## config.mk

```make
export PLATFORM = sky130hd
export DESIGN_NAME = pdp11_fetch_unit
export DESIGN_NICKNAME = d
export VERILOG_FILES = /design/src/rtl/pdp11_fetch_unit_pkg.sv /design/src/rtl/pdp11_prefetch_queue.sv /design/src/rtl/pdp11_fetch_unit.sv
export SDC_FILE = /design/constraint.sdc
export NUM_CORES = 1
export LEC_CHECK = 0
export ABC_CLOCK_PERIOD_IN_PS = 2600
export CORE_UTILIZATION = 55
export DETAILED_ROUTE_END_ITERATION = 6
export PLACE_DENSITY = 0.8
export SLEW_MARGIN = 10
export SYNTH_ARGS = -nofsm -noshare
export SYNTH_HDL_FRONTEND = slang
export SYNTH_SLANG_ARGS = --single-unit
```

## constraint.sdc

```tcl
create_clock -name clk -period 2.6 [get_ports clk]
set_input_delay 0.65 -clock clk [delete_from_list [all_inputs] [get_ports clk]]
set_output_delay 0.65 -clock clk [all_outputs]
set_load 0.02 [all_outputs]
```

## src/rtl/pdp11_fetch_unit_pkg.sv

```systemverilog
// Shared types for the PDP-11 instruction fetch stage: FSM states, queue entry layout, PC stride.
package pdp11_fetch_unit_pkg;

    typedef enum logic {
        FETCH_RUN     = 1'b0,
        FETCH_DISCARD = 1'b1
    } fetch_state_t;

    typedef struct packed {
        logic [15:0] pc;
        logic [15:0] word;
    } fetch_entry_t;

    localparam logic [15:0] PC_STEP = 16'd2;

endpackage

```

## src/rtl/pdp11_prefetch_queue.sv

```systemverilog
// Prefetch FIFO of PC-tagged instruction words; push lands on the next edge, head is a combinational read.
// Flush clears all entries and wins over a same-cycle push or pop; the caller guarantees no push when full.
module pdp11_prefetch_queue
    import pdp11_fetch_unit_pkg::*;
#(
    parameter int DEPTH = 4
) (
    input  logic                    clk,
    input  logic                    reset,
    input  logic                    flush,
    input  logic                    push,
    input  fetch_entry_t            push_entry,
    input  logic                    pop,
    output logic [$clog2(DEPTH):0]  count,
    output fetch_entry_t            head
);
    localparam int PTR_W = $clog2(DEPTH);
    localparam int CNT_W = PTR_W + 1;

    fetch_entry_t     storage [DEPTH];
    logic [PTR_W-1:0] wr_ptr;
    logic [PTR_W-1:0] rd_ptr;

    always_ff @(posedge clk or posedge reset) begin
        if (reset) begin
            wr_ptr <= '0;
            rd_ptr <= '0;
            count  <= '0;
        end else if (flush) begin
            wr_ptr <= '0;
            rd_ptr <= '0;
            count  <= '0;
        end else begin
            if (push) wr_ptr <= wr_ptr + PTR_W'(1);
            if (pop)  rd_ptr <= rd_ptr + PTR_W'(1);
            count <= count + CNT_W'(push) - CNT_W'(pop);
        end
    end

    always_ff @(posedge clk) begin
        if (push && !flush) storage[wr_ptr] <= push_entry;
    end

    // Empty queue presents zeros so decode never sees stale words.
    assign head = (count != '0) ? storage[rd_ptr] : '0;

endmodule

```

## src/rtl/pdp11_fetch_unit.sv

```systemverilog
// PDP-11 fetch stage: owns the fetch PC, issues one hold-until-ack flash request at a time,
// queues PC-tagged words for decode (ack in N -> valid in N+1); redirects flush and may discard an in-flight word.
module pdp11_fetch_unit
    import pdp11_fetch_unit_pkg::*;
#(
    parameter logic [15:0] RESET_PC    = 16'o000000,
    parameter int          QUEUE_DEPTH = 4
) (
    input  logic        clk,
    input  logic        reset,
    output logic        mem_req,
    output logic [15:0] mem_addr,
    input  logic        mem_ack,
    input  logic [15:0] mem_rdata,
    output logic        instr_valid,
    input  logic        instr_ready,
    output logic [15:0] instr_word,
    output logic [15:0] instr_pc,
    input  logic        redirect_valid,
    input  logic [15:0] redirect_pc,
    input  logic        halt,
    output logic        align_err
);
    localparam int CNT_W = $clog2(QUEUE_DEPTH) + 1;

    fetch_state_t     state, state_nxt;
    logic [15:0]      fetch_pc, fetch_pc_nxt;
    logic [15:0]      hold_addr, hold_addr_nxt;
    logic             mem_req_nxt;
    logic [CNT_W-1:0] count, count_nxt;
    logic             push, pop;
    fetch_entry_t     head, push_entry;

    assign push        = (state == FETCH_RUN) && mem_req && mem_ack && !redirect_valid;
    assign pop         = instr_valid && instr_ready && !redirect_valid;
    assign push_entry  = '{pc: fetch_pc, word: mem_rdata};
    assign mem_addr    = (state == FETCH_DISCARD) ? hold_addr : fetch_pc;
    assign instr_valid = (count != '0);
    assign instr_word  = head.word;
    assign instr_pc    = head.pc;

    pdp11_prefetch_queue #(
        .DEPTH(QUEUE_DEPTH)
    ) u_queue (
        .clk       (clk),
        .reset     (reset),
        .flush     (redirect_valid),
        .push      (push),
        .push_entry(push_entry),
        .pop       (pop),
        .count     (count),
        .head      (head)
    );

    always_comb begin
        count_nxt = redirect_valid ? '0 : count + CNT_W'(push) - CNT_W'(pop);
    end

    always_comb begin
        state_nxt     = state;
        fetch_pc_nxt  = fetch_pc;
        hold_addr_nxt = hold_addr;
        mem_req_nxt   = mem_req;

        if (redirect_valid)
            fetch_pc_nxt = {redirect_pc[15:1], 1'b0};
        else if (push)
            fetch_pc_nxt = fetch_pc + PC_STEP;

        if (mem_req && !mem_ack) begin
            // Request must complete at its original address even if the PC moves.
            mem_req_nxt = 1'b1;
            if (state == FETCH_RUN && redirect_valid) begin
                state_nxt     = FETCH_DISCARD;
                hold_addr_nxt = fetch_pc;
            end
        end else begin
            // Next request is issued only if the post-edge queue still has a free slot for it.
            state_nxt   = FETCH_RUN;
            mem_req_nxt = !halt && (count_nxt < CNT_W'(QUEUE_DEPTH));
        end
    end

    always_ff @(posedge clk or posedge reset) begin
        if (reset) begin
            state     <= FETCH_RUN;
            fetch_pc  <= RESET_PC;
            hold_addr <= RESET_PC;
            mem_req   <= 1'b0;
            align_err <= 1'b0;
        end else begin
            state     <= state_nxt;
            fetch_pc  <= fetch_pc_nxt;
            hold_addr <= hold_addr_nxt;
            mem_req   <= mem_req_nxt;
            align_err <= redirect_valid && redirect_pc[0];
        end
    end

endmodule

```

==> results_dict.tcl, run 1 <==
set metrics [dict create \
    outcome "complete, no violations" \
    drv_cap 0 \
    viasPerCell 5.512 \
    die_y_um 113.3 \
    clock_latency_ns 0.43 \
    hold_class "flop to flop" \
    critPathRequiredTime_ns 1.95 \
    post_dp_cell_area_um2 8063 \
    initial_utilization_pct 56.50 \
    period_share_pct 98.46 \
    start_kind "flop" \
    synth_edf_count 124 \
    final_area_um2 8732 \
    portBuffers 86 \
    drc 0 \
    first_global_vias 4014 \
    rr_endpoint "mem_req" \
    h-tree-depth 4 \
    ios 89 \
    finalHoldViolCount 0 \
    drv_slew 0 \
    syn_to_final_growth_pct 28.13 \
    min_to "hold_addr[7]" \
    synth_flop_cell "edfxtp_1" \
    synthTopCellsByArea "edfxtp_1 (55%), dfrtp_1 (15%), mux4_2 (10%)" \
    cp.arrival_ns 1.91 \
    critPathKind "flop to output pin" \
    ys_ff_latch 164 \
    grt_overflow_total 0 \
    drt_wl_total_mm 13.60 \
    clock_path_buffers 2 \
    numClockSinks 164 \
    antenna_found_initial 0 \
    cts_hold_buffers 0 \
    skew_ns 0.005315 \
    crit_path_max_fanout 10 \
    drt_iter0_markers 274 \
    hold_ws_ns 0.5019 \
    min_period_ns 2.560 \
    synth_area_um2 6815 \
    fin_ws_ns 0.04017 \
    fin_nets 554 \
    synthCells 391 \
    grt_pass1_wl_mm 21.26 \
    cellPowerDensity_nw_per_um2 945.3 \
    stdcell_count 688 \
    clock-root-buffer "clkbuf_16" \
    post_drt_wl_per_cell_um 19.77 \
    coreArea_um2 12060 \
    drt_first_pass_iters 4 \
    hpwl_mm 8.348 \
    row_count 40 \
    place_ws_ns -0.02384 \
    grtUsageTotal_pct 22.98 \
    ant_nets 0 \
    ys_types 39 \
    rsz0062_at_grt "true" \
    avgSynthCellArea_um2 17.43 \
    diodes 0 \
    vias 3792 \
    cts_buffers 17 \
    worstHoldStart "hold_addr[7]" \
    ir_drop_v 0.0005698 \
    yosysTopAreaCell "edfxtp_1" \
    async_reset_ff_share_pct 24.39 \
    cts_tree "yes" \
    max_freq_mhz 390.7 \
    ys_seq_area_share_pct 69.32 \
    reg2reg_from "u_queue.count[1]" \
    grt_start_max_net_pins 41 \
    clk_pin_slew_ns 0.06 \
    drive_gt1_share_pct 33.08 \
    ys_warn_count 0 \
    die_w_um 113.3 \
    reg2reg_depth 11 \
    setup-violations-final 0 \
    gp_congestion 0.7887 \
    synth_top_area_share_pct 54.64 \
    post-place-cells 648 \
    tightest_slew_ns 0.5239 \
    hold_path_depth 1 \
    p_leak_uw 0.003288 \
    endpoint_kind "output pin" \
    dieArea_um2 12840 \
    maxSlewHeadroom_pct 65.07 \
    r2r_slack_ns 0.29 \
]
==> layer usage <==
metal / GRT usage [%] / wire length, um / vias up
li1: - / - / 1720
met1: 29.82 / 5877 / 1942
met2: 38.04 / 6912 / 112
met3: 5.945 / 629 / 18
met4: 7.895 / 181 / 0
met5: 0 / 0 / -
==> cell type report <==
type / count / area, um2
repair buffers: 118 / 1176
flip-flops and latches: 164 / 4730
fillers: 777 / 3329
clock buffers: 20 / 436.7
well taps: 168 / 210.2
inverters: 8 / 30.03
multi-input cells: 199 / 1991
clock inverters: 11 / 158.9
==> registers in the layout, summed over array words and instances (netlist names) <==
register,count
state,1
u_queue.rd_ptr,2
fetch_pc,15
align_err,1
mem_req,1
hold_addr,15
u_queue.count,3
u_queue.storage,124
u_queue.wr_ptr,2
==> placed cells by master, fill, tap and decap left out, drive strengths merged, types with 8 or more instances in the layout <==
master           n
and2            38
buf             62
clkbuf          21
clkdlybuf4s50   42
dfrtp           40
dlymetal6s2s    11
edfxtp         124
inv              9
mux2            32
mux4            31
nand2           12
nand3            8
nor2            14
o21ai           12
xor2            10
==> worst max-delay path: stages, from the launching register on <==
cell	delay (ns)
dfrtp_2	0.40
buf_6	0.21
mux4_2	0.52
and2_1	0.19
buf_2	0.16
==> through the flow <==
step / util, % / total power, uW / setup TNS (ns)
2_1_floorplan: - / 4687 / 0
3_3_place_gp: 66.85 / 5633 / 0
3_5_place_dp: 66.85 / 5695 / -0.02384
4_1_cts: 71.30 / 8162 / -0.008728
5_1_grt: 72.40 / 8590 / -0.1072
6_report: 72.40 / 8254 / 0
==> cells in the mapped netlist, drive strengths merged (2+ instances only) <==
cell	count
edfxtp	124
dfrtp	40
and2	38
mux2	32
mux4	31
nor2	14
buf	13
nand2	12
o21ai	12
xor2	10
clkbuf	8
inv	8
nand3	8
ha	7
xnor2	6
nand4	4
a31oi	3
and4	3
mux2i	2
o31ai	2
or3	2
or4	2
==> where the power goes <==
group | internal [uW] | leakage [uW] | total, uW | switching, uW
clock network | 1590 | 0.000289 | 2540 | 953
registers | 3100 | 0.00161 | 3280 | 183
logic | 1260 | 0.00139 | 2430 | 1160
==> worst max path at each step <==
stage	start	to	cells after the start
4_1_cts	u_queue.rd_ptr[0]	instr_pc[13]	5
3_3_place_gp	instr_ready	mem_req	11
3_5_place_dp	instr_ready	mem_req	11
5_1_grt	u_queue.rd_ptr[0]	instr_word[5]	4
6_report	u_queue.rd_ptr[0]	instr_pc[13]	4
2_1_floorplan	mem_ack	u_queue.storage[0][0]	3
==> timing repair <==
item                       in CTS  in global routing
setup endpoints to repair      47                 39
cloned                          2                  1
pin swaps                       0                  5
resized for setup             133                 42
buffers inserted                4                  3
==> logic make-up after synthesis <==
| family | after synthesis | synth area share (%) |
|---|---|---|
| and+or+nand+nor | 91 | 7.858 |
| adders and majority gates | 8 | 1.579 |
| muxes | 65 | 15.83 |
| xor gates and xnor gates | 16 | 2.056 |
| AOI/OAI and AO/OA | 17 | 1.377 |
| buffers and inverters | 29 | 1.928 |
| other | 1 | 0.05502 |
| DFF | 164 | 69.32 |
No activity file was read; power rests on OpenSTA's default activity.
==> inputs of run 2 (changes only) <==
--- a/config.mk
+++ b/config.mk
@@ -6,6 +6,7 @@
 export NUM_CORES = 1
 export LEC_CHECK = 0
 export ABC_CLOCK_PERIOD_IN_PS = 2600
+export CORE_MARGIN = 3
 export CORE_UTILIZATION = 55
 export DETAILED_ROUTE_END_ITERATION = 6
 export PLACE_DENSITY = 0.8
==> run 2 against run 1 <==
Net effect:
- sequential cell count stayed put
- combinational power is 3% higher
- critical endpoint unchanged
- maximum frequency hardly changed
- cell count is 0.15% lower
- largest cell class unchanged
- die area is 7.2% higher
- highest routed layer unchanged
- critical path type unchanged
==> results_dict.tcl, run 2 (synthesized netlist as in run 1, its figures left out) <==
set metrics [dict create \
    outcome "complete, no violations" \
    max_freq_mhz 391.0 \
    die_w_um 117.3 \
    skew_ns 0.006518 \
    post-place-cells 649 \
    antenna_found_initial 0 \
    largest_reg_flops 124 \
    crit_start "u_queue.rd_ptr[0]" \
    cts_buffers 17 \
    ios 89 \
    first_global_vias 4146 \
    coreArea_um2 12060 \
    gp_congestion 0.7828 \
    drv_cap 0 \
    drv_slew 0 \
    slowest_stage "mux4_2" \
    seqPwrFrac_pct 40.0 \
    final_common_cell "edfxtp_1" \
    grt_start_max_net_pins 41 \
    max_stage_delay_ns 0.52 \
    syn_to_final_growth_pct 28.38 \
    post_drt_wl_per_cell_um 19.88 \
    reg2reg_depth 11 \
    p_int_uw 5921 \
    die_y_um 117.3 \
    cp.arrival_ns 1.91 \
    final_area_um2 8750 \
    crit_path_max_fanout 8 \
    hpwl_mm 8.613 \
    cp_common_cell "buf_6" \
    layout_common_cells "edfxtp_1 (124), clkdlybuf4s50_1 (39), dfrtp_1 (38)" \
    tightest_slew_ns 0.5115 \
    reg2reg_from "u_queue.count[1]" \
    cts_hold_buffers 0 \
    ant_nets 0 \
    initial_utilization_pct 56.50 \
    biggestRegsByFlops "u_queue.storage: 124 flops, fetch_pc: 15 flops, hold_addr: 15 flops" \
    vias 3757 \
    h-tree-depth 4 \
    drt_first_pass_iters 4 \
    endpoint_kind "output pin" \
    portBuffers 86 \
    place_ws_ns -0.02548 \
    diodes 0 \
    cts_tree "yes" \
    grt_overflow_total 0 \
    grt_pass1_wl_mm 21.82 \
    fillCellCount 736 \
    p_leak_uw 0.003312 \
    critPathKind "flop to output pin" \
    swShare_pct 27.89 \
    cp_cell_sequence "buf_6 > buf_12 > mux4_2 > and2_4 > buf_6" \
    drt_iter0_markers 311 \
    finalHoldViolCount 0 \
    min_period_ns 2.558 \
    fin_nets 552 \
    fin_ws_ns 0.04228 \
    row_count 40 \
    power_frac_comb_pct 30.4 \
    ir_drop_v 0.0005519 \
    clock-root-buffer "clkbuf_16" \
    rsz0062_at_grt "true" \
    numClockSinks 164 \
    viasPerCell 5.469 \
    drc 0 \
    cellPowerDensity_nw_per_um2 938.5 \
    drive_gt1_share_pct 33.72 \
    regMostFlops "u_queue.storage" \
    clock_path_buffers 2 \
    clk_pin_slew_ns 0.06 \
    start_kind "flop" \
    post_dp_cell_area_um2 8083 \
    critPathRequiredTime_ns 1.95 \
    hold_class "flop to flop" \
    dieArea_um2 13760 \
    period_share_pct 98.37 \
    drt_wl_total_mm 13.66 \
    worstHoldStart "hold_addr[14]" \
    clock_latency_ns 0.42 \
    p_clk_share_pct 29.6 \
    maxSlewHeadroom_pct 65.90 \
    setup-violations-final 0 \
    final_util_pct 72.54 \
    stdcell_count 687 \
    hold_path_depth 1 \
    power.switching_uw 2290 \
    grtUsageTotal_pct 20.97 \
]
[run 2: power groups by stage]
stage                     Sequential, uW  Clock, uW  Combinational [uW]
after CTS                           3280       2470                2360
after detailed placement            3330          0                2410
after global placement              3310          0                2360
after global routing                3320       2560                2690
final                               3280       2430                2500
after floorplan                     3260          0                1420
[run 2: timing repair]
action,4_1_cts,5_1_grt
pin swaps,0,12
gates resized for setup,127,67
buffers inserted,4,2
gates cloned,1,0
setup endpoints to repair,47,41
[run 2: metal layers]
layer	global-route usage, %	vias to the layer above	share of wire (%)
met3	5.931	29	5.8
li1	-	1709	-
met1	25.70	1882	41
met5	0	-	0
met4	9.091	0	2.4
met2	35.15	137	51
[run 2: final timing paths]
| kind | endpoint | slack, ns |
|---|---|---|
| setup reg to reg | mem_req | 0.15 |
| hold / removal | hold_addr[14] | 0.51 |
| hold reg to reg | hold_addr[14] | 0.51 |
| setup / recovery | instr_pc[13] | 0.04 |
| max in group asynchronous | state | 1.55 |
| min in group asynchronous | hold_addr[10] | 0.65 |
[run 2: area by class of cell]
| class | instances | area (um2) | share of cell area [%] |
|---|---|---|---|
| clock inverters | 13 | 140.1 | 1.602 |
| clock buffers | 19 | 432.9 | 4.948 |
| multi-input cells | 199 | 1998 | 22.84 |
| flip-flops and latches | 164 | 4730 | 54.05 |
| inverters | 8 | 30.03 | 0.3432 |
| repair buffers | 116 | 1209 | 13.81 |
| well taps | 168 | 210.2 | 2.402 |
[run 2: through the flow]
step	power (uW)	hold slack, ns	setup TNS, ns
CTS	8106	0.5092	-0.2530
global route	8563	0.5184	-0.04068
global placement	5669	0.4831	0
floorplan	4687	0.4710	0
finish	8212	0.5058	0
detailed placement	5744	0.4956	-0.02548
[run 2: worst max-delay path: cells and delay by family (launching register included)]
| kind | cells | cell delay, ns |
|---|---|---|
| mux | 1 | 0.52 |
| simple gates | 1 | 0.17 |
| buf+inv | 3 | 0.39 |
| flops | 1 | 0.41 |
